==> src/rtl/easyaxi_pkg.sv <==
// Shared constants for the easyaxi read path: entry state encodings and
// fixed AXI burst attributes.
package easyaxi_pkg;

    localparam logic [1:0] ST_FREE = 2'd0;
    localparam logic [1:0] ST_PEND = 2'd1;
    localparam logic [1:0] ST_OUTS = 2'd2;

    localparam logic [1:0] AXI_BURST_INCR = 2'b01;

    function automatic logic [2:0] axi_size(input int bytes);
        return 3'($clog2(bytes));
    endfunction

endpackage

==> src/rtl/easyaxi_rd_buf.sv <==
// Read-request buffer: tracks DEEP_NUM AXI read IDs, issues AR through a
// one-deep slot, frees on R-last. Optional checker: EASYAXI_RD_BUF_ERR_CHK_EN.
//
// state | meaning
// FREE  | entry unused, may be allocated
// PEND  | request captured, waiting for the arbiter to pick it
// OUTS  | AR loaded into slot / issued, waiting for R-last
module easyaxi_rd_buf
    import easyaxi_pkg::*;
#(
    parameter int DEEP_NUM   = 8,
    parameter int ADDR_WIDTH = 32,
    parameter int DATA_BYTES = 4
) (
    input  logic                        clk,
    input  logic                        rst,

    input  logic                        req_valid,
    output logic                        req_ready,
    input  logic [ADDR_WIDTH-1:0]       req_addr,
    input  logic [7:0]                  req_len,

    output logic                        axi_arvalid,
    input  logic                        axi_arready,
    output logic [ADDR_WIDTH-1:0]       axi_araddr,
    output logic [7:0]                  axi_arlen,
    output logic [$clog2(DEEP_NUM)-1:0] axi_arid,
    output logic [2:0]                  axi_arsize,
    output logic [1:0]                  axi_arburst,

    input  logic                        axi_rvalid,
    input  logic                        axi_rready,
    input  logic [$clog2(DEEP_NUM)-1:0] axi_rid,
    input  logic                        axi_rlast,

    output logic [DEEP_NUM-1:0]         sche_pend,
    input  logic [$clog2(DEEP_NUM)-1:0] sche_ptr,
    output logic                        sche_en,

    output logic [$clog2(DEEP_NUM):0]   outs_cnt,
    output logic                        err
);

    localparam int ID_W = $clog2(DEEP_NUM);
    localparam logic [2:0] AR_SIZE = axi_size(DATA_BYTES);

    logic [1:0]            r_state [DEEP_NUM];
    logic [ADDR_WIDTH-1:0] r_addr  [DEEP_NUM];
    logic [7:0]            r_len   [DEEP_NUM];

    logic                  r_ar_valid;
    logic [ADDR_WIDTH-1:0] r_ar_addr;
    logic [7:0]            r_ar_len;
    logic [ID_W-1:0]       r_ar_id;

    logic [DEEP_NUM-1:0]   w_free_vec;
    logic [DEEP_NUM-1:0]   w_pend_vec;
    logic [ID_W:0]         w_cnt;
    logic [ID_W-1:0]       w_alloc_idx;
    logic                  w_alloc;
    logic                  w_rlast;
    logic                  w_free_hit;
    logic                  w_load;

    always_comb begin
        w_free_vec = '0;
        w_pend_vec = '0;
        w_cnt      = '0;
        for (int i = 0; i < DEEP_NUM; i++) begin
            w_free_vec[i] = (r_state[i] == ST_FREE);
            w_pend_vec[i] = (r_state[i] == ST_PEND);
            if (r_state[i] != ST_FREE)
                w_cnt = w_cnt + {{ID_W{1'b0}}, 1'b1};
        end
    end

    // Descending scan leaves the lowest FREE index as the winner.
    always_comb begin
        w_alloc_idx = '0;
        for (int i = DEEP_NUM - 1; i >= 0; i--) begin
            if (w_free_vec[i])
                w_alloc_idx = ID_W'(i);
        end
    end

    assign req_ready  = |w_free_vec;
    assign w_alloc    = req_valid & req_ready;
    assign w_rlast    = axi_rvalid & axi_rready & axi_rlast;
    assign w_free_hit = w_rlast && (r_state[axi_rid] == ST_OUTS);
    assign w_load     = (|w_pend_vec) && w_pend_vec[sche_ptr] &&
                        (!r_ar_valid || axi_arready);

    // Slot entries are already OUTS, so the PEND vector never includes them.
    assign sche_pend = w_pend_vec;
    assign sche_en   = w_load;
    assign outs_cnt  = w_cnt;

    // Alloc, load and free each act on a distinct source state, so they never collide.
    always_ff @(posedge clk) begin
        if (rst) begin
            for (int i = 0; i < DEEP_NUM; i++)
                r_state[i] <= ST_FREE;
        end else begin
            for (int i = 0; i < DEEP_NUM; i++) begin
                if (w_alloc && (w_alloc_idx == ID_W'(i)))
                    r_state[i] <= ST_PEND;
                else if (w_load && (sche_ptr == ID_W'(i)))
                    r_state[i] <= ST_OUTS;
                else if (w_free_hit && (axi_rid == ID_W'(i)))
                    r_state[i] <= ST_FREE;
            end
        end
    end

    always_ff @(posedge clk) begin
        if (w_alloc) begin
            r_addr[w_alloc_idx] <= req_addr;
            r_len[w_alloc_idx]  <= req_len;
        end
    end

    always_ff @(posedge clk) begin
        if (rst)
            r_ar_valid <= 1'b0;
        else if (w_load)
            r_ar_valid <= 1'b1;
        else if (axi_arready)
            r_ar_valid <= 1'b0;
    end

    always_ff @(posedge clk) begin
        if (w_load) begin
            r_ar_addr <= r_addr[sche_ptr];
            r_ar_len  <= r_len[sche_ptr];
            r_ar_id   <= sche_ptr;
        end
    end

    assign axi_arvalid = r_ar_valid;
    assign axi_araddr  = r_ar_addr;
    assign axi_arlen   = r_ar_len;
    assign axi_arid    = r_ar_id;
    assign axi_arsize  = AR_SIZE;
    assign axi_arburst = AXI_BURST_INCR;

`ifdef EASYAXI_RD_BUF_ERR_CHK_EN
    logic r_err;
    logic w_ptr_bad;

    assign w_ptr_bad = (|w_pend_vec) && !w_pend_vec[sche_ptr];

    always_ff @(posedge clk) begin
        if (rst)
            r_err <= 1'b0;
        else if ((w_rlast && !w_free_hit) || w_ptr_bad)
            r_err <= 1'b1;
    end

    assign err = r_err;
`else
    assign err = 1'b0;
`endif

endmodule
==> config.mk <==
export PLATFORM = sky130hd
export DESIGN_NAME = easyaxi_rd_buf
export DESIGN_NICKNAME = d
export VERILOG_FILES = /design/src/rtl/easyaxi_pkg.sv /design/src/rtl/easyaxi_rd_buf.sv
export SDC_FILE = /design/constraint.sdc
export NUM_CORES = 1
export LEC_CHECK = 0
export BUFFER_PORTS_ARGS = -buffer_cell sky130_fd_sc_hd__buf_2
export CELL_PAD_IN_SITES_DETAIL_PLACEMENT = 0
export CELL_PAD_IN_SITES_GLOBAL_PLACEMENT = 1
export CORE_ASPECT_RATIO = 0.75
export CORE_MARGIN = 5
export CORE_UTILIZATION = 35
export DETAILED_ROUTE_END_ITERATION = 16
export PLACE_DENSITY = 0.55
export SETUP_SLACK_MARGIN = 0.4
export SLEW_MARGIN = 20
export SYNTH_ARGS = -nofsm -noshare
export SYNTH_HDL_FRONTEND = slang
export SYNTH_SLANG_ARGS = --single-unit
==> constraint.sdc <==
create_clock -name clk -period 7.8 [get_ports clk]
set_clock_uncertainty 0.15 [all_clocks]
set_input_delay 2.34 -clock clk [delete_from_list [all_inputs] [get_ports clk]]
set_output_delay 2.34 -clock clk [all_outputs]
set_load 0.01 [all_outputs]
==> metrics.csv <==
stage,metric,value,unit
status,result of the run,completed,
global_routing,initial antenna violation count,6,
synth,number of warning messages in the yosys log,0,
min_path,hold wc startpoint,axi_arvalid$_SDFFE_PP0P_,
placed_design,hpwl dp,18400,um
die,Total Die Area,47800,um2
sta,relative slew slack,31.2,%
min_path,Hold Path Cell Cnt,2,
die,effective utilization at floorplan,35.2,%
synth,number of enable-type register cells in the synthesized netlist,379,
min_path,worst-case hold path end point,axi_arvalid$_SDFFE_PP0P_,
min_path,Hold Path Class,reg -> reg,
drt,DRC violation total after the first TritonRoute iteration,419,
die,area inside the core boundary,43200,um2
sta,total count of max-transition violations in the final report,0,
sta,unrepaired setup endpoints after global routing,false,
finish,"most common cell after layout, fill and taps aside",edfxtp_1,
power,worst vdd ir,0.122,mV
finish,Finished Cell Area,17700,um2
synth,cell type with the largest total area after synthesis,edfxtp_1,
power,fraction of power consumed by sequential logic,49.9,%
drt,count of vias placed by the detailed router,7343,
power,Power Density,267,nW/um2
clocking,number of buffers created by CTS,40,
finish,"top library cells by usage in the layout, fill and taps aside","edfxtp_1 (379), buf_2 (108), mux4_2 (80)",
global_routing,combined global-route utilization of all metal layers,13.6,%
die,vertical extent of the die,191,um
critical_path,setup slack on the worst flop-to-flop path,3.94,ns
flow_run,maximum capacitance violations,0,
power,overall power consumption,4.74,mW
power,Static Leakage,5.82,nW
synth,Synth async-reset ratio,0,%
clocking,maximum buffer depth of the clock tree,3,
sta,setup_tns,0,ns
critical_path,Critical Setup Path Class,reg -> out,
global_routing,residual overflow from global routing,0,
critical_path,Worst Setup End Kind,primary output,
clocking,clock network latency to the later pin of the worst-skew pair,0.53,ns
clocking,register clock-pin slew on the reported worst setup and hold paths,0.06,ns
synth,Yosys top cell area share,74.8,%
power,internal power,3.65,mW
synth,Unique masters post-synth,61,
finish,fraction of final layout cells sized beyond drive strength 1,36.1,%
die,cell row count,66,
global_routing,global-route wire length before repair,49000,um
sta,"crit path setup slack, layout",0.733,ns
placed_design,Final Wtd Congestion,0.774,
clocking,root buffer selected by CTS,clkbuf_16,
die,width of the chip,251,um
placed_design,Placed Area,16500,um2
placed_design,Port Buf Inserts,110,
placed_design,Setup Slack @ Placement,1.10,ns
drt,DRC violation count after routing,0,
critical_path,reg2reg path depth,7,
synth,average cell area after synthesis,20.3,um2
drt,count of TritonRoute iterations in the first routing pass,5,
clocking,total number of clock tree sinks,380,
critical_path,startpoint types,register,
global_routing,via count of the first global-routing pass,7624,
finish,FILL cells,3827,
critical_path,endpoint required time on the critical path,5.31,ns
power,combinational fraction of design power,11.3,%
power,fraction of power consumed by the clock network,38.8,%
clocking,TritonCTS clock tree,yes,
sta,share of the clock period used by the worst path after layout,90.6,%
global_routing,pin count of the biggest net entering global routing,52,
power,switching part of the total,23.0,%
clocking,number of levels the H-tree was split into,2,
finish,post-route core utilization,41.1,%
finish,diode insertion count for antenna repair,0,
finish,count of non-filler cells in the finished layout,1485,
placed_design,cell count after placement,1415,
drt,Routed WL,32900,um
drt,antenna violation net count after detailed routing,0,
critical_path,maximum fanout encountered on the critical timing path,9,
sta,Worst Hold Margin,0.413,ns
synth,"Seq/Total Area, Yosys",74.9,%
sta,shortest period the worst path allows,7.07,ns
synth,leading cell types by total area after synthesis,"edfxtp_1 (75%), mux4_2 (12%), mux2_2 (3.0%)",
synth,netlist area before placement,15200,um2
die,I/O pin cnt,117,
sta,hold violation count in the final report,0,
finish,area grow syn2layout,16.6,%
power,net load switching power,1.09,mW
clocking,buffers inserted by post-CTS timing repair,0,
synth,post-synthesis cell count,748,
finish,Layout Nets,938,
drt,post-detailed-route via-to-cell ratio,4.94,
sta,maximum clock rate,0.142,GHz
sta,final setup fails,0,
sta,transition time of the tightest slew-check pin,1.03,ns
critical_path,launch point of the worst reg-to-reg path,r_state[5][0]$_SDFFCE_PP0P_,
synth,flip-flop cell with the highest count after synthesis,edfxtp_1,
critical_path,Critical Path AT,4.58,ns
critical_path,reg2reg end,r_addr[3][23]$_DFFE_PP_,
drt,Routed WL per cell,22.2,um
synth,"flops & latches, synth",380,
## critical path: stages, from the launching register on
cell and delay (ns):
edfxtp_1 0.48, nor2_2 0.23, inv_2 0.09, ha_2 0.44
xnor2_1 0.10, ha_1 0.32, o21a_1 0.14, a211o_1 0.27
o21ai_1 0.10, xnor2_1 0.11, mux2i_2 0.28, inv_1 0.09
ha_1 0.18, o21ai_0 0.07, xor3_1 0.50, xor2_1 0.16
nand3_1 0.10, o211ai_1 0.13, xnor2_1 0.13, buf_2 0.14
## repair_timing
| action | CTS | global route |
|---|---|---|
| setup endpoints to repair | 0 | 3 |
| gates resized for setup | 0 | 5 |
| hold buffers | 0 | 0 |
## power groups by stage
stage               clock [mW]  sequential [mW]  combinational, mW
global route              1.98             2.37              0.591
detailed placement           0             2.41              0.542
CTS                       1.90             2.37              0.545
finish                    1.84             2.37              0.535
global placement             0             2.41              0.547
floorplan                    0             2.41              0.354
## sequential cells by signal (all words and copies together) (netlist names)
| register | cells |
|---|---|
| axi_araddr | 32 |
| axi_arid | 3 |
| axi_arlen | 8 |
| axi_arvalid | 1 |
| r_addr | 256 |
| r_len | 64 |
| r_state | 16 |
## area by class of cell
class	count	area (um2)	share of cell area, %
multi-input cells	320	3640	20.5
repair buffers	124	664	3.74
flip-flops and latches	380	11400	64.3
clock inverters	22	191	1.08
inverters	13	48.8	0.275
clock buffers	48	1070	6.05
well taps	578	723	4.08
## metal layers
metal / GRT usage [%] / vias up / part of all wire [%]
li1: - / 3320 / -
met1: 19.5 / 3783 / 47
met2: 21.1 / 171 / 46
met3: 3.20 / 57 / 5.4
met4: 3.32 / 12 / 1.8
met5: 0 / - / 0.20
## worst max-delay path by stage
stage / from / endpoint / slack, ns / depth (start not counted)
detailed placement: r_state[1][0]$_SDFFCE_PP0P_ / outs_cnt[3] / 1.10 / 19
floorplan: sche_ptr[0] / sche_en / 0.97 / 6
global placement: r_state[1][1]$_SDFFCE_PP0P_ / outs_cnt[3] / 1.15 / 19
CTS: r_state[1][0]$_SDFFCE_PP0P_ / outs_cnt[3] / 0.51 / 19
global route: r_state[0][1]$_SDFFCE_PP0P_ / outs_cnt[2] / 0.43 / 20
finish: r_state[0][1]$_SDFFCE_PP0P_ / outs_cnt[3] / 0.73 / 19
## cell families (layout without fill, tap and decap cells)
logic type,after synthesis,count (layout),share of synthesized area (%)
buffers and inverters,52,207,1.58
AOI/OAI and AO/OA,61,61,2.85
other,2,6,0.0494
and+or+nand+nor,108,108,3.79
muxes,122,122,14.9
adders and majority gates,6,6,0.493
xor gates and xnor gates,17,17,1.39
DFF,380,380,74.9
## synthesized netlist by cell type (2+ instances only)
master    instances
mux4_2           80
edfxtp_1        379
xnor2_1           9
xor2_1            3
nand4_1           2
nand3b_1          3
o21ai_0           8
clkbuf_1         13
conb_1            2
nor2_1           39
a21oi_1           6
a311oi_1          3
mux2i_1           2
o22ai_1           3
nor3_1            8
nor2b_1           9
buf_2            15
or2_1             6
xnor2_2           2
nand2b_1          3
and3_1            2
nand2_1           8
inv_2             2
a31oi_1           4
nor3b_1           3
a211o_1           2
a211oi_1          6
o211ai_1          5
ha_1              6
buf_1             4
inv_1            11
nor4_1            7
buf_4             7
and2_1            4
o21ai_1          11
o21a_1            3
and2b_1           2
nand3_1           4
mux2_2           40
Note: power is estimated with default switching activity, not from simulation.
